==> src/rtl/program_loader.sv <==
// Byte-stream program loader: receives a length-prefixed, XOR-checksummed image
// and writes it word by word into instruction memory while holding the core in reset.
module program_loader #(
  parameter int MAX_WORDS = 128,
  parameter int TIMEOUT   = 1024
) (
  input  logic        clock,
  input  logic        reset,
  input  logic        start,
  input  logic        rx_valid,
  input  logic [7:0]  rx_data,
  output logic        rx_ready,
  output logic [6:0]  imem_address,
  output logic [31:0] imem_data,
  output logic        imem_wren,
  output logic        core_reset,
  output logic        busy,
  output logic        done,
  output logic        error
);

  localparam int TW = (TIMEOUT > 1) ? $clog2(TIMEOUT) : 1;
  localparam logic [TW-1:0] TMO_LAST = TW'(TIMEOUT - 1);
  localparam logic [16:0]   MAX_LEN  = 17'(MAX_WORDS);

  typedef enum logic [2:0] {
    ST_IDLE, ST_LEN_LO, ST_LEN_HI, ST_DATA, ST_WRITE, ST_CHECK, ST_DONE, ST_ERROR
  } state_t;

  state_t        state, state_next;
  logic [7:0]    len_lo;
  logic [15:0]   word_total;
  logic [15:0]   word_cnt;
  logic [1:0]    byte_cnt;
  logic [31:0]   word_buf;
  logic [7:0]    checksum;
  logic [TW-1:0] tmo_cnt;
  logic [6:0]    address;

  logic        xfer;
  logic [15:0] len_rx;
  logic        len_ok;
  logic        tmo_hit;
  logic        last_word;

  assign rx_ready   = (state == ST_LEN_LO) || (state == ST_LEN_HI) ||
                      (state == ST_DATA)   || (state == ST_CHECK);
  assign imem_wren  = (state == ST_WRITE);
  assign done       = (state == ST_DONE);
  assign error      = (state == ST_ERROR);
  assign busy       = !((state == ST_IDLE) || (state == ST_DONE) || (state == ST_ERROR));
  assign core_reset = !((state == ST_IDLE) || (state == ST_DONE));
  assign imem_address = address;
  assign imem_data    = word_buf;

  assign xfer      = rx_valid && rx_ready;
  assign len_rx    = {rx_data, len_lo};
  assign len_ok    = (len_rx != 16'd0) && ({1'b0, len_rx} <= MAX_LEN);
  assign tmo_hit   = (tmo_cnt == TMO_LAST);
  assign last_word = (word_cnt == word_total - 16'd1);

  // A transfer in the same cycle as the timeout limit wins over the timeout.
  always_comb begin
    state_next = state;
    case (state)
      ST_IDLE, ST_ERROR: if (start) state_next = ST_LEN_LO;
      ST_LEN_LO: begin
        if (xfer)         state_next = ST_LEN_HI;
        else if (tmo_hit) state_next = ST_ERROR;
      end
      ST_LEN_HI: begin
        if (xfer)         state_next = len_ok ? ST_DATA : ST_ERROR;
        else if (tmo_hit) state_next = ST_ERROR;
      end
      ST_DATA: begin
        if (xfer) begin
          if (byte_cnt == 2'd3) state_next = ST_WRITE;
        end else if (tmo_hit) begin
          state_next = ST_ERROR;
        end
      end
      ST_WRITE: state_next = last_word ? ST_CHECK : ST_DATA;
      ST_CHECK: begin
        if (xfer)         state_next = (checksum == rx_data) ? ST_DONE : ST_ERROR;
        else if (tmo_hit) state_next = ST_ERROR;
      end
      ST_DONE: state_next = ST_IDLE;
      default: state_next = ST_IDLE;
    endcase
  end

  always_ff @(posedge clock) begin
    if (reset) begin
      state      <= ST_IDLE;
      len_lo     <= '0;
      word_total <= '0;
      word_cnt   <= '0;
      byte_cnt   <= '0;
      word_buf   <= '0;
      checksum   <= '0;
      tmo_cnt    <= '0;
      address    <= '0;
    end else begin
      state <= state_next;

      if ((state_next != state) || xfer)
        tmo_cnt <= '0;
      else if (rx_ready)
        tmo_cnt <= tmo_cnt + 1'b1;

      case (state)
        ST_IDLE, ST_ERROR: begin
          if (start) begin
            len_lo     <= '0;
            word_total <= '0;
            word_cnt   <= '0;
            byte_cnt   <= '0;
            word_buf   <= '0;
            checksum   <= '0;
            address    <= '0;
          end
        end
        ST_LEN_LO: if (xfer) len_lo <= rx_data;
        ST_LEN_HI: if (xfer) word_total <= len_rx;
        ST_DATA: begin
          if (xfer) begin
            word_buf[{byte_cnt, 3'b000} +: 8] <= rx_data;
            byte_cnt <= byte_cnt + 2'd1;
            checksum <= checksum ^ rx_data;
          end
        end
        ST_WRITE: begin
          word_cnt <= word_cnt + 16'd1;
          // The address stops on the final word so it never steps past the memory.
          if (!last_word) address <= address + 7'd1;
        end
        default: ;
      endcase
    end
  end

endmodule
==> config.mk <==
export PLATFORM = sky130hd
export DESIGN_NAME = program_loader
export DESIGN_NICKNAME = d
export VERILOG_FILES = /design/src/rtl/program_loader.sv
export SDC_FILE = /design/constraint.sdc
export NUM_CORES = 1
export LEC_CHECK = 0
export CAP_MARGIN = 0
export CELL_PAD_IN_SITES_DETAIL_PLACEMENT = 1
export CELL_PAD_IN_SITES_GLOBAL_PLACEMENT = 1
export CORE_UTILIZATION = 42
export DETAILED_ROUTE_END_ITERATION = 12
export PLACE_DENSITY_LB_ADDON = 0.1
export SYNTH_ARGS = -nofsm -noshare
export SYNTH_HDL_FRONTEND = slang
export SYNTH_SLANG_ARGS = --single-unit
==> constraint.sdc <==
create_clock -name clock -period 4.1 [get_ports clock]
set_clock_uncertainty 0.1 [all_clocks]
set_input_delay 0.82 -clock clock [delete_from_list [all_inputs] [get_ports clock]]
set_output_delay 0.82 -clock clock [all_outputs]
set_load 0.005 [all_outputs]
==> out/metrics.yaml <==
status: "finished, final reports clean"
p_leak_nw: 2.11
die_area_mm2: 0.0131
tritoncts: "done"
syn_area_per_cell_um2: 7.80
diodes: 0
grt_overflow_total: 0
maxCapViolCount: 0
grt_usage_pct: 25.5
die_h_um: 114
cts_root_buf: "clkbuf_16"
crit_type: "reg -> reg"
synth-seq-area-share_pct: 38.5
cts_buffers: 9
drc: 0
ir_worst_vdd_mv: 0.211
syn_area_mm2: 0.00531
syn-instance-count: 680
insertion_delay_ns: 0.36
pre_cts_ws_ns: 0.649
synth_cell_types: 63
use_met1_pct: 30.2
via_per_inst: 5.71
hold_depth: 2
gp_congestion: 0.832
die_x_um: 114
area_growth_pct: 17.9
place_inst: 875
final_common_cell: "dfxtp_1"
critical_path_arrival_ns: 3.66
final-max-slew-violation-count: 0
drtPass1Iterations: 4
post-cts-setup-buffer-count: 0
place_hpwl_mm: 10.8
cts_buffer_depth: 2
fin_crit_ns: 3.49
postRouteAntennaNets: 0
r2r_slack_ns: 0.61
cts.hold.buffers_added: 0
wl_per_cell_um: 17.5
clkSlewWorstSetupHoldPaths_ns: 0.07
cellPowerDensity_mw_per_mm2: 353
vias: 5087
yosysWarnings: 0
syn_nets: 700
rr_endpoint: "tmo_cnt[9]"
hold_viol: 0
synth_flop_cell: "dfxtp_1"
instances_no_fill: 891
cts_resized: 0
rows: 40
r2r-start: "word_total[0]"
finish.utilization_pct: 51.4
cts_max_level: 3
tightestPinTransition_ns: 0.929
io_buffers: 56
nets: 738
critPathCapture: "tmo_cnt[9]"
antenna_found_initial: 0
cts.sinks: 102
startpoint: "word_total[0]"
yosys_register_bits: 102
use_met2_pct: 46.3
grt_pass1_wl_mm: 26.3
initial_core_util_pct: 43.6
fmaxAchievable_ghz: 0.287
fillers: 1520
grt_start_max_net_pins: 71
cp_data_required_time_ns: 4.27
pin_count: 57
top_usage_layer: "met2"
grt_use_met3_pct: 5.08
grt_pass1_vias: 5230
crit_fanout: 10
synth_edf_count: 0
setup.worst_path.end_class: "flop"
setup_viol: 0
final_cell_mix: "dfxtp_1 (102), a21oi_1 (86), nand2_1 (84)"
final_layout_size_suffix_gt1_share_pct: 7.47
fin_crit_sh_pct: 85.0
relSlewSlack_pct: 37.9
rsz0062_at_grt: "false"
startpoint_type: "flop"
coreArea_mm2: 0.0122
holdCritPathClass: "reg -> reg"
timing.setup.tns_ns: 0
setup_ws_ns: 0.614
async_flop_share_pct: 0
drtIter0Drc: 312
routed_wl_mm: 15.6
rr_worst_depth: 10
through the flow:
step | area (um^2) | power, mW | hold WS [ns]
6_report | 6250 | 2.21 | 0.354
5_1_grt | 6250 | 2.30 | 0.372
4_1_cts | 6250 | 2.24 | 0.356
3_5_place_dp | 5960 | 1.37 | 0.345
3_3_place_gp | 5960 | 1.37 | 0.343
2_1_floorplan | 5310 | 1.26 | 0.340
cell families after synthesis:
group	count (synthesis)	synth area share, %
adders and majority gates	8	1.89
xor gates and xnor gates	36	6.27
buffers and inverters	60	5.38
AOI/OAI and AO/OA	151	16.8
muxes	6	1.23
and+or+nand+nor	317	30.0
DFF	102	38.5
worst max-delay path: stages (launching register included):
cell	delay, ns
dfxtp_1	0.37
inv_1	0.08
ha_1	0.22
or3b_4	0.43
nor4_1	0.39
xnor2_1	0.19
nand4_1	0.18
nor4_4	0.52
nand2_2	0.12
a311o_1	0.52
nor4_2	0.28
routing by layer:
| layer | vias up | part of all wire [%] |
|---|---|---|
| met2 | 78 | 51 |
| met4 | 0 | 1.6 |
| met5 | - | 0 |
| met1 | 2503 | 44 |
| met3 | 18 | 2.7 |
| li1 | 2488 | - |
cells in the mapped netlist, types with 10 or more instances:
master / number / area share, %
dfxtp_1: 102 / 38
xnor2_1: 20 / 3.3
nand2_1: 84 / 5.9
nor4_1: 13 / 1.5
o21ai_0: 22 / 2.1
nor3_1: 17 / 1.6
xor2_1: 15 / 2.5
nand3_1: 71 / 6.7
nand4_1: 14 / 1.7
inv_1: 14 / 0.99
nand3b_1: 10 / 1.4
clkbuf_1: 32 / 2.3
a21oi_1: 86 / 8.1
nor2_1: 64 / 4.5
registers in the layout (all words and copies together) (netlist names):
name          cells
imem_data        32
imem_address      7
len_lo            8
word_cnt         16
state             3
tmo_cnt          10
word_total       16
checksum          8
byte_cnt          2
worst min path at each step:
stage / startpoint / to / slack (ns)
6_report: imem_data[8] / imem_data[8] / 0.35
3_5_place_dp: imem_data[8] / imem_data[8] / 0.34
5_1_grt: imem_data[30] / imem_data[30] / 0.37
4_1_cts: imem_data[8] / imem_data[8] / 0.36
3_3_place_gp: imem_data[15] / imem_data[15] / 0.34
2_1_floorplan: len_lo[2] / len_lo[2] / 0.34
final cells by class:
cell class	instances	area (um^2)	share of cell area, %
timing repair buffer	72	676	10.8
clock buffer	9	225	3.60
inverter	15	56.3	0.900
sequential	102	2040	32.7
clock inverter	7	66.3	1.06
tap	168	210	3.36
multi-input combinational	518	2980	47.6
power breakdown:
| group | total (mW) | switching [mW] | internal (mW) | leakage, nW |
|---|---|---|---|---|
| Sequential | 1.03 | 0.0253 | 1.00 | 0.822 |
| Clock | 0.856 | 0.429 | 0.426 | 0.141 |
| Combinational | 0.322 | 0.221 | 0.101 | 1.15 |
(Power assumes the default switching activity.)
==> RTL change, RTL diff (config.mk and constraints unchanged) <==
Encoding of `state_t`: now Gray code (3 bits for 8 states).
--- a/src/rtl/program_loader.sv
+++ b/src/rtl/program_loader.sv
@@ -25,5 +25,5 @@
 
   typedef enum logic [2:0] {
-    ST_IDLE, ST_LEN_LO, ST_LEN_HI, ST_DATA, ST_WRITE, ST_CHECK, ST_DONE, ST_ERROR
+    ST_IDLE = 3'b000, ST_LEN_LO = 3'b001, ST_LEN_HI = 3'b011, ST_DATA = 3'b010, ST_WRITE = 3'b110, ST_CHECK = 3'b111, ST_DONE = 3'b101, ST_ERROR = 3'b100
   } state_t;
 
Behaviour: no difference found for any inputs over 4 cycles, from zero or initial values and one cycle with reset high; so few cycles prove little.
==> RTL change against the original RTL <==
Sequential cell count stayed put; via count is 10% lower; routed wire length is 8.6% lower; area after synthesis is 7.3% lower; largest cell class unchanged; power is 10% lower; cell area is 5.5% lower; worst setup slack better by 0.52 ns; core utilization is 0.33 points higher.
==> RTL change: results (changes against the original RTL) <==
Clocking
  – Clock latency on the worst-skew pair: 0.35 ns
  – Clk buf depth: 2 (unchanged)
  – Clock-pin slew on the worst setup and hold paths: 0.07 ns (about the same)
  – H-tree levels: 3 (unchanged)
  – Number of buffers created by CTS: 9 (unchanged)
  – Post-CTS sizing: 0 (unchanged)
  – CTS root buffer: clkbuf_16
  – Postcts setup bufs: 0 (unchanged)

Synth
  – Asr flop ratio synth: 0% (unchanged)
  – Most common library cells after synthesis: dfxtp_1, nor2_1, nand2_1
  – Post-synth net total: 618 (-12%)
  – Dominant cells by area after synthesis: dfxtp_1, a22oi_1, nor2_1
  – Synth unique cells: 55 (-13%)
  – Synthesis Warnings: 0 (unchanged)
  – Seq/Total Area, Yosys: 41.5% (+3.0 points)

Setup path
  – CP max FO: 12 (+2)
  – R2r startpoint: word_total[0]
  – Setup crit start: state[1]
  – Critical path's slowest cell: dfxtp_1
  – Critical path arrival: 2.04 ns (-1.62 ns)
  – Critical Path Max Stage Delay: 0.59 ns (+0.07 ns)
  – Delay-heaviest family, CP: buffers and inverters

Placed design
  – Port Buffer Count: 56 (unchanged)
  – GP Congestion: 0.835 (+0.43%)
  – HPWL after detailed placement: 10.1 mm (-6.8%)

Power
  – Worst vdd ir: 0.376 mV (+78%)
  – LEAKAGE: 2.00 nW (-5.3%)

STA
  – Slew of the pin with the lowest slew margin: 0.983 ns (+0.0540 ns)
  – Max frequency: 0.338 GHz (+18%)

Global route
  – Global-route wire length before repair: 23.0 mm (-12%)
  – Gr usage total: 25.0% (-0.45 points)
  – Largest net degree at the start of global routing: 46 (-35%)
  – Initial antenna violation count: 0 (unchanged)
  – Vias in the first global route: 4638 (-11%)

Route
  – Routed wire per std cell: 18.0 µm (+2.6%)
  – DR pass1 iterations: 4 (unchanged)
  – 1st-iter DRT viols: 269 (-14%)
  – Via/cell ratio: 5.76 (+0.86%)

Finish
  – NumNets Final: 666 (-9.8%)
  – N_diodes: 0 (unchanged)
  – Filler cells: 1409 (-7.3%)
  – Share of post-route cells with drive strength above 1: 6.45% (-1.0 points)
  – Largest register FFs: 32 (unchanged)

Worst hold path
  – Worst hold path type: register to register
  – Hold Startpoint: imem_data[3]

Run status
  – Outcome: finished, final reports clean
[RTL change: changes by cell type after synthesis, sizes merged, moves of 5 or more]
| cell | change |
|---|---|
| a21oi | -50 |
| a22oi | +40 |
| buf | -6 |
| mux2i | +9 |
| nand2 | -31 |
| nand3 | -28 |
| nand3b | -8 |
| nor2 | +26 |
| nor3 | -7 |
| nor4 | -7 |
| o21ai | -10 |
| xnor2 | +5 |
[RTL change: area by class of cell]
type / count / area [µm²] / area share [%]
Tap cell: 143 / 179 / 3.03
Multi-Input combinational cell: 448 / 2690 / 45.5
Timing Repair Buffer: 72 / 676 / 11.4
Clock buffer: 10 / 229 / 3.87
Sequential cell: 102 / 2040 / 34.6
Clock inverter: 6 / 43.8 / 0.741
Inverter: 13 / 48.8 / 0.826
[RTL change: cells by family after synthesis]
kind of cell,count (synthesis),synth area share [%]
buffers and inverters,48,3.72
AO/OA/AOI/OAI,129,17.4
XOR/XNOR,40,7.13
AND/OR/NAND/NOR,257,25.3
adder cells (fa/ha/maj),8,2.04
flip-flops,102,41.5
multiplexers,14,2.93
[RTL change: power breakdown]
group          switching (mW)  internal [mW]  total, mW  leakage (nW)
combinational           0.111         0.0545      0.166          1.04
clock                   0.387          0.415      0.802         0.133
sequential             0.0107          0.997       1.01         0.822
total                   0.509           1.47       1.98          2.00
[RTL change: final timing paths]
path                                         to  slack (ns)  depth (start not counted)
worst max-delay path                  imem_wren        1.14                          3
worst min-delay path               imem_data[3]        0.36                          2
worst max register to register  imem_address[4]        1.19                          7
worst min register to register     imem_data[3]        0.36                          2
[RTL change: through the flow]
| stage | utilization [%] | power, mW | setup WS, ns | cell area (µm²) | cells |
|---|---|---|---|---|---|
| after global placement | 49.4 | 1.19 | 1.06 | 5640 | 778 |
| after CTS | 51.8 | 2.00 | 1.15 | 5910 | 794 |
| after global routing | 51.8 | 2.06 | 0.880 | 5910 | 794 |
| final | 51.8 | 1.98 | 1.14 | 5910 | 794 |
| after floorplan | - | 1.13 | 1.65 | 4920 | 598 |
| after detailed placement | 49.4 | 1.20 | 0.965 | 5640 | 778 |
[RTL change: worst min-delay path: cells and delay by family, from the launching register on]
family	cells	cell delay, ns
DFF	1	0.31
and+or+nand+nor	1	0.06
AOI/OAI and AO/OA	1	0.05
[RTL change: routing by layer]
layer  share of wire, %  track usage, %  vias to the layer above
met5                  0               0                        -
met4                1.2            6.20                        0
met3                3.4            6.82                       14
met2                 50            43.6                       79
met1                 45            30.4                     2247
li1                   -               -                     2232
